--- config.mk ---
export PLATFORM = sky130hd
export DESIGN_NAME = adder_inc
export DESIGN_NICKNAME = d
export VERILOG_FILES = /design/src/rtl/adder_inc_pkg.sv /design/src/rtl/prefix_and.sv /design/src/rtl/adder_inc.sv
export SDC_FILE = /design/constraint.sdc
export NUM_CORES = 1
export LEC_CHECK = 0
export CORE_ASPECT_RATIO = 0.8
export CORE_UTILIZATION = 25
export CTS_BUF_LIST = sky130_fd_sc_hd__clkbuf_16
export DETAILED_ROUTE_END_ITERATION = 10
export PLACE_DENSITY = 0.67
export REMOVE_ABC_BUFFERS = 1
export SLEW_MARGIN = 20
export SYNTH_ARGS = -nofsm -noshare
export SYNTH_HDL_FRONTEND = slang
export SYNTH_SLANG_ARGS = --single-unit
--- constraint.sdc ---
create_clock -name clk -period 2.3 [get_ports clk]
set_input_delay 0.345 -clock clk [delete_from_list [all_inputs] [get_ports clk]]
set_output_delay 0.345 -clock clk [all_outputs]
set_load 0.02 [all_outputs]
--- src/rtl/adder_inc_pkg.sv ---
// Shared constants for the adder_inc incrementer slice.
// MAX_INC_WIDTH is the widest operand the incrementer supports. Instances
// elaborate-check their WIDTH against it.
package adder_inc_pkg;

  localparam int MAX_INC_WIDTH = 64;

endpackage

--- src/rtl/prefix_and.sv ---
// Parallel-prefix AND network (Kogge-Stone style).
// Ports:
//   a : WIDTH-bit input vector
//   p : WIDTH-bit output, p[i] = &a[i:0] (inclusive prefix AND)
// The network has ceil(log2(WIDTH)) levels. At level l, each bit i >= 2^l
// combines with bit i-2^l. Each loop iteration maps to one rank of AND
// gates, so logic depth stays logarithmic instead of a ripple chain.
module prefix_and
  import adder_inc_pkg::*;
#(
  parameter int WIDTH = 32
) (
  input  logic [WIDTH-1:0] a,
  output logic [WIDTH-1:0] p
);

  localparam int LEVELS = (WIDTH > 1) ? $clog2(WIDTH) : 0;

  logic [WIDTH-1:0] cur;
  logic [WIDTH-1:0] nxt;

  always_comb begin
    cur = a;
    nxt = a;
    for (int l = 0; l < LEVELS; l++) begin
      nxt = cur;
      for (int i = 0; i < WIDTH; i++) begin
        if (i >= (1 << l)) begin
          nxt[i] = cur[i] & cur[i - (1 << l)];
        end
      end
      cur = nxt;
    end
    p = cur;
  end

endmodule

--- src/rtl/adder_inc.sv ---
// Conditional incrementer with a registered copy of its result.
// Ports (the order is fixed so that existing positional instances stay valid):
//   a      : operand
//   out    : combinational (a + en) mod 2^WIDTH
//   en     : increment enable, acting as the carry-in
//   cout   : combinational carry-out. It is 1 only when en=1 and a is all ones.
//   clk    : clock, rising edge
//   rst    : synchronous active-low reset
//   out_q  : out registered on every edge (cleared to 0 in reset)
//   cout_q : cout registered on every edge (cleared to 0 in reset)
// There are no handshakes. The combinational path never sees clk or rst.
module adder_inc
  import adder_inc_pkg::*;
#(
  parameter int WIDTH = 32
) (
  input  logic [WIDTH-1:0] a,
  output logic [WIDTH-1:0] out,
  input  logic             en,
  output logic             cout,
  input  logic             clk,
  input  logic             rst,
  output logic [WIDTH-1:0] out_q,
  output logic             cout_q
);

  if (WIDTH < 1 || WIDTH > MAX_INC_WIDTH) begin : g_width_check
    $error("adder_inc: WIDTH out of supported range");
  end

  // pre[i] is 1 when a[i:0] are all ones.
  logic [WIDTH-1:0] pre;
  logic [WIDTH-1:0] carry;

  prefix_and #(.WIDTH(WIDTH)) u_prefix_and (
    .a (a),
    .p (pre)
  );

  // The carry into bit i is en AND (all lower bits are ones). Bit 0 takes en directly.
  always_comb begin
    carry    = '0;
    carry[0] = en;
    for (int i = 1; i < WIDTH; i++) begin
      carry[i] = en & pre[i-1];
    end
  end

  assign out  = a ^ carry;
  assign cout = en & pre[WIDTH-1];

  // Capture on every edge with no enable. Reset takes priority.
  always_ff @(posedge clk) begin
    if (!rst) begin
      out_q  <= '0;
      cout_q <= 1'b0;
    end else begin
      out_q  <= out;
      cout_q <= cout;
    end
  end

endmodule

; ---- After elaboration in Yosys (flattened, before gate mapping)
; Index checks and enable logic that the tools add are counted.
[op_classes]
bitwise_logic = 162
[op_table]
columns = cell, n
row1 = $and 1x1->1, 161
row2 = $xor 32x32->32, 1
[totals]
regBits = 33
in_bits = 35
output_inout_bits = 66

; ---- Depth between registers and ports, before layout
; Gate-level depths: netlist of the first run.
[depth]
ltp_word = 7
depth_mapped = 5
mapped_depth_nobuf = 4

; ---- Hierarchy
; Synthesis of the first run repeated with hierarchy kept, for this count alone.
[hier_totals]
hier_cells = 264
hier_area_um2 = 2163.3
[by_module_without_submodules]
columns = module, n_inst, cells_per_inst, area_per_inst_um2
row1 = adder_inc, 1, 202, 1785.5
row2 = prefix_and, 1, 62, 377.9

; ---- Least setup slack after synthesis of the first run
; OpenSTA, ideal clock, no wires.
[synth_path]
path_kind = input-to-output
start = input en
end = output out[29]
arrival_ns = 1.796
required_ns = 1.955
setup_slack_ns = 0.159
stages = 5
n_path_buf = 1
cell_sequence = nand4_2 -> or4_1 -> buf_2 -> nor4_2 -> xor2_1
[synth_between]
elab_chain_cells = 2
[synth_rtl]
columns = element, line
row1 = "start, declared", adder_inc.sv:19  ; input logic en,
row2 = $and 1x1->1, adder_inc.sv:45  ; carry[i] = en & pre[i-1];
row3 = $xor 32x32->32, adder_inc.sv:49  ; assign out = a ^ carry;
row4 = "end, declared", adder_inc.sv:18  ; output logic [WIDTH-1:0] out,
; Every way passes these cells.

; ---- Final worst setup path of the first run
[layout_path]
start = input a[30]
end = output out[31]
[layout_between]
elab_chain_cells = 7
[layout_rtl]
columns = element, line
row1 = "start, declared", adder_inc.sv:17  ; input logic [WIDTH-1:0] a,
row2 = $and 1x1->1 (5 in series), prefix_and.sv:29  ; nxt[i] = cur[i] & cur[i - (1 << l)];
row3 = $and 1x1->1, adder_inc.sv:45
row4 = $xor 32x32->32, adder_inc.sv:49
; Every way passes these cells.

==> results of run 1 <==
-- per-stage QoR --
step           cell area [um2]  setup slack, ns  power (W)  hold WS, ns  cells
2_1_floorplan             1700            0.105   0.000785        0.467    194
3_3_place_gp              3330           -0.851    0.00107         1.01    447
3_5_place_dp              3330           -0.874    0.00108         1.02    447
4_1_cts                   3500          0.00133    0.00169        0.369    463
5_1_grt                   3600          0.00248    0.00175        0.374    464
6_report                  3600           0.0805    0.00168        0.362    464
-- cell type report --
class | count | share of cell area
clock inverters | 3 | 0.00312
clock buffers | 5 | 0.0347
flip-flops and latches | 33 | 0.183
inverters | 5 | 0.00521
well taps | 84 | 0.0292
repair buffers | 178 | 0.426
multi-input cells | 156 | 0.318
-- placed cells by master, fill, tap and decap left out, types with 6 or more instances in the layout --
cell	netlist	layout
nand3_1	11	10
xnor2_1	14	14
mux2i_1	9	9
buf_6	0	7
buf_4	0	82
inv_1	5	8
clkdlybuf4s50_1	0	40
dfxtp_1	33	33
buf_2	2	14
and2_1	17	17
dlymetal6s2s_1	0	8
nand2b_1	8	8
a21oi_1	10	10
nand2_1	31	28
dlygate4sd2_1	0	12
clkdlybuf4s15_1	0	8
nand4_1	6	6
-- sequential cells by signal, summed over array words and instances (netlist names) --
signal / count
out_q: 32
cout_q: 1
-- worst max-delay path: cells and delay by family --
kind,cells,cell delay [ns]
xor+xnor,1,0.13
simple gates,3,0.61
buf+inv,3,0.79
-- routing by layer --
layer	part of all wire	global-route usage
met5	0	0
met4	0.013	0.0530
met3	0.065	0.0489
met2	0.48	0.295
met1	0.44	0.211
-- power groups by stage --
stage,combinational [W],sequential (W),clock [W]
after floorplan,0.000120,0.000665,0
final,0.000434,0.000612,0.000635
after CTS,0.000427,0.000612,0.000650
after global placement,0.000444,0.000624,0
after global routing,0.000465,0.000615,0.000669
after detailed placement,0.000450,0.000625,0
-- cell families after synthesis --
| logic type | Yosys count |
|---|---|
| compound gates | 22 |
| xor+xnor | 20 |
| fa+ha+maj | 1 |
| buf+inv | 14 |
| flops | 33 |
| mux | 9 |
| simple gates | 104 |
-- final timing paths --
kind / from / endpoint / slack, ns
worst max-delay path: a[30] / out[31] / 0.08
worst min-delay path: a[22] / out_q[22]$_SDFF_PN0_ / 0.36
-- what timing repair did --
item	CTS	global route
setup endpoints to repair	31	19
gates cloned	1	0
pin swaps	15	7
setup buffers	7	1
hold endpoints to repair	0	0
resized for setup	161	45
==> run summary, run 1 <==
input/output buffers -> 100
DP HPWL -> 4.73 mm
ratio of cells with drive above 1 in the final layout -> 0.371
Crit. End Element -> primary output
remaining antenna violation count -> 0
Post-Synth XOR/XNOR Area -> 0.101
Slew @ Worst Pin -> 0.451 ns
Tmin final -> 2.22 ns
Most used DFF post-synth -> dfxtp_1
Root Buffer -> clkbuf_16
die area -> 7300 um2
Std-Cell Rows -> 26
Area contributors post-synth -> dfxtp_1 38%, xnor2_1 7.1%, nand2_1 6.7%
CTS sink cnt -> 33
VDD IR-drop max -> 0.000300 V
first-pass GRT wire length -> 9.80 mm
sequential share of the synthesized area -> 0.380
GRT Residual Overflow -> 0
fmax -> 451 MHz
compound-cell area share of the yosys netlist -> 0.0719
sequential share of power -> 0.364
register area -> 661 um2
GP Congestion -> 0.732
total number of vias -> 2110
CP required -> 1.96 ns
Fin Setup TNS -> 0 ns
Max FO, Critical Path -> 3
mux contribution to synthesized area -> 0.0518
number of synthesized flops with an enable pin -> 0
Clk pin slew, worst setup/hold paths -> 0.05 ns
Area Overhead vs Synth -> 107%
overall routing resource usage -> 0.174
Synth Area in Adders -> 0.00719
Post-Route Utilization -> 0.551
count leader, synth -> dfxtp_1
cell taking the most area after synthesis -> dfxtp_1
Final Max Slew Viols -> 0
I/O Pins -> 101
H-tree depth -> 2
Clock Power Share -> 0.378
switching pwr -> 0.000470 W
Die W -> 95.3 um
outcome -> complete, no violations
wire per inst -> 13.4 um
Filler cells -> 631
Netlist cell types -> 31
1st-pass router iterations -> 4
initial antenna violation count -> 0
RSZ-0062 raised after global routing -> false
Core ar. -> 6540 um2
Post-synth top cells -> 33 x dfxtp_1, 31 x nand2_1, 17 x and2_1
routed vias/inst -> 4.55
ys async rst share -> 0
maxcap violations -> 0
switch share -> 0.279
internal cell power -> 0.00121 W
Power Dens Cells -> 467 nW/um2
largest net degree at the start of global routing -> 22
CTS tree -> yes
vias in the first global route -> 2077
largest family of logic cells by synthesized area -> simple AND/OR/NAND/NOR gates
Crit path largest cell delay -> 0.50 ns
Crit-path slowest cell -> clkdlybuf4s50_1
Logic pwr share -> 0.258
Netlist Area Pre-Place -> 1740 um2
DRT iter0 DRCs -> 47
Slew headroom -> 0.699
final hold vios -> 0
multi-input logic area -> 1150 um2
diodes inserted -> 0
clk buf depth -> 2
Final nets -> 415
Hold Path Depth -> 3
Synth top area share -> 0.380
Startpoint Class -> input port
Synth Instances -> 203
flop and latch count out of synthesis -> 33
Die Y -> 76.6 um
Initial Util -> 0.266
Num CTS Buffers -> 5
critical path class -> input port to primary output
wirelength, routed -> 6.24 mm
residual DRC count -> 0
synth warn -> 0
Tcrit/Tclk final -> 0.965
Setup-failing EPs final -> 0
sequence of cells on the critical path -> clkdlybuf4s50_1, nand2_1, or3_4, nor3_4, buf_6, xor2_2, buf_4
CTS Hold Bufs -> 0
CP arrival -> 1.87 ns
LEAKAGE -> 1.68 nW
syn avg cell area -> 8.57 um2
Min-Delay Path Class -> input port to flip-flop
simple-gate area share of the yosys netlist -> 0.357
Power figures use the tool's default switching activity.
==> inputs of run 2 (changes only) <==
--- a/config.mk
+++ b/config.mk
@@ -5,11 +5,12 @@
 export SDC_FILE = /design/constraint.sdc
 export NUM_CORES = 1
 export LEC_CHECK = 0
-export CORE_ASPECT_RATIO = 0.8
-export CORE_UTILIZATION = 25
+export CORE_ASPECT_RATIO = 0.9
+export CORE_UTILIZATION = 29
 export CTS_BUF_LIST = sky130_fd_sc_hd__clkbuf_16
 export DETAILED_ROUTE_END_ITERATION = 10
-export PLACE_DENSITY = 0.67
+export HOLD_SLACK_MARGIN = 0.15
+export PLACE_DENSITY = 0.74
 export REMOVE_ABC_BUFFERS = 1
 export SLEW_MARGIN = 20
 export SYNTH_ARGS = -nofsm -noshare
==> run summary, run 2 (synthesized netlist as in run 1, its figures left out) <==
first-pass GRT wire length -> 9.70 mm (was 9.80 mm)
Std-Cell Rows -> 26 (unchanged)
CTS tree -> yes (unchanged)
DP HPWL -> 4.56 mm (was 4.73 mm)
Die W -> 83.6 um (was 95.3 um)
routed wl met3 -> 314 um (was 404 um)
Clk pin slew, worst setup/hold paths -> 0.05 ns (about the same)
outcome -> complete, no violations (unchanged)
Post-Route Utilization -> 0.617 (was 0.551)
overall routing resource usage -> 0.194 (was 0.174)
total number of vias -> 2089 (was 2110)
wire per inst -> 13.2 um (was 13.4 um)
Startpoint Class -> input port (unchanged)
residual DRC count -> 0 (unchanged)
wirelength, routed -> 5.94 mm (was 6.24 mm)
most common cell after layout, fill and taps aside -> buf_4 (unchanged)
Slew headroom -> 0.716 (was 0.699)
die area -> 6310 um2 (was 7300 um2)
remaining antenna violation count -> 0 (unchanged)
Tcrit/Tclk final -> 0.988 (was 0.965)
Min-Delay Path Class -> input port to flip-flop (unchanged)
WL met1 -> 2.52 mm (was 2.74 mm)
RSZ-0062 raised after global routing -> true (was false)
GRT Residual Overflow -> 0 (unchanged)
Core ar. -> 5730 um2 (was 6540 um2)
CTS sink cnt -> 33 (unchanged)
Max FO, Critical Path -> 6 (was 3)
dpl ws -> -0.901 ns (was -0.874 ns)
Regs by FF count -> out_q: 32 flops, cout_q: 1 flops (unchanged)
diodes inserted -> 0 (unchanged)
Setup-failing EPs final -> 0 (unchanged)
CP arrival -> 1.93 ns (was 1.87 ns)
Area Overhead vs Synth -> 103% (was 107%)
Final nets -> 416 (was 415)
final setup margin -> 0.0271 ns (was 0.0805 ns)
largest net degree at the start of global routing -> 16 (was 22)
Num CTS Buffers -> 5 (unchanged)
Die Y -> 75.5 um (was 76.6 um)
Initial Util -> 0.304 (was 0.266)
VDD IR-drop max -> 0.000456 V (was 0.000300 V)
ratio of cells with drive above 1 in the final layout -> 0.367 (was 0.371)
input/output buffers -> 100 (unchanged)
1st-pass router iterations -> 4 (unchanged)
initial antenna violation count -> 0 (unchanged)
highest routed metal layer -> met4 (unchanged)
maxcap violations -> 0 (unchanged)
Root Buffer -> clkbuf_16 (unchanged)
critical path class -> input port to primary output (unchanged)
most frequent cells in the layout -> 80 x buf_4, 43 x clkdlybuf4s50_1, 33 x dfxtp_1 (was 82 x buf_4, 40 x clkdlybuf4s50_1, 33 x dfxtp_1)
I/O Pins -> 101 (unchanged)
Tmin final -> 2.27 ns (was 2.22 ns)
LEAKAGE -> 1.68 nW (about the same)
vias in the first global route -> 2166 (was 2077)
routed vias/inst -> 4.63 (was 4.55)
hold_ws -> 0.478 ns (was 0.362 ns)
met2 routed wirelength -> 3.02 mm (was 3.01 mm)
clk buf depth -> 2 (unchanged)
fmax -> 440 MHz (was 451 MHz)
GP Congestion -> 0.812 (was 0.732)
Power Dens Cells -> 470 nW/um2 (was 467 nW/um2)
final hold vios -> 0 (unchanged)
max reg flops -> 32 (unchanged)
DRT iter0 DRCs -> 49 (was 47)
most flop-heavy register -> out_q (unchanged)
Slew @ Worst Pin -> 0.425 ns (was 0.451 ns)
CP required -> 1.96 ns (about the same)
Crit. End Element -> primary output (unchanged)
H-tree depth -> 2 (unchanged)
Final Max Slew Viols -> 0 (unchanged)
Filler cells -> 518 (was 631)
## run 2: layer usage
metal  global-route usage  vias up
met5                    0        -
met4               0.0527        0
met2                0.388       63
met1                0.208      956
li1                     -     1061
met3               0.0477        9
## run 2: what timing repair did
action | CTS | global route
setup endpoints to repair | 30 | 13
pin swaps | 13 | 5
gates resized for setup | 164 | 23
hold buffers | 0 | 0
buffers inserted | 2 | 0
gates cloned | 2 | 0
## run 2: path summary, 6_finish.rpt
path                  start                    to  slack (ns)  depth (start not counted)
worst max-delay path  a[17]               out[26]        0.03                          7
worst min-delay path  a[22]  out_q[22]$_SDFF_PN0_        0.48                          4
## run 2: power by group
part	total (W)	switching, W	internal [W]
Sequential	0.000613	0.00000871	0.000604
Clock	0.000614	0.000226	0.000389
Combinational	0.000435	0.000212	0.000223
## run 2: cell type report
cell class,count,area (um2),share of cell area
clock inverters,3,11.3,0.00319
well taps,70,87.6,0.0248
inverters,5,18.8,0.00531
repair buffers,179,1510,0.428
clock buffers,5,125,0.0354
multi-input cells,156,1120,0.316
flip-flops and latches,33,661,0.187
## run 2: critical path, cell delays in order
cell and delay, ns:
dlygate4sd2_1 0.23, and4_1 0.24, nand4_1 0.18, buf_6 0.19, or4_4 0.54, nand2_2 0.09
buf_6 0.11
## run 2: stage by stage
| step | TNS [ns] | instances | power (W) | instance area, um2 |
|---|---|---|---|---|
| global placement | -17.81 | 439 | 0.00107 | 3350 |
| detailed placement | -18.80 | 439 | 0.00108 | 3350 |
| finish | 0 | 451 | 0.00166 | 3530 |
| global route | -0.0671 | 451 | 0.00174 | 3530 |
| floorplan | 0 | 194 | 0.000785 | 1700 |
| CTS | 0 | 451 | 0.00168 | 3510 |
==> inputs of run 3 (changes only) <==
--- a/config.mk
+++ b/config.mk
@@ -5,6 +5,7 @@
 export SDC_FILE = /design/constraint.sdc
 export NUM_CORES = 1
 export LEC_CHECK = 0
+export ABC_CLOCK_PERIOD_IN_PS = 2300
 export CORE_ASPECT_RATIO = 0.9
 export CORE_UTILIZATION = 29
 export CTS_BUF_LIST = sky130_fd_sc_hd__clkbuf_16
==> results of run 3 <==
Same layout as run 2: the final DEF is identical, and so are final timing and power.
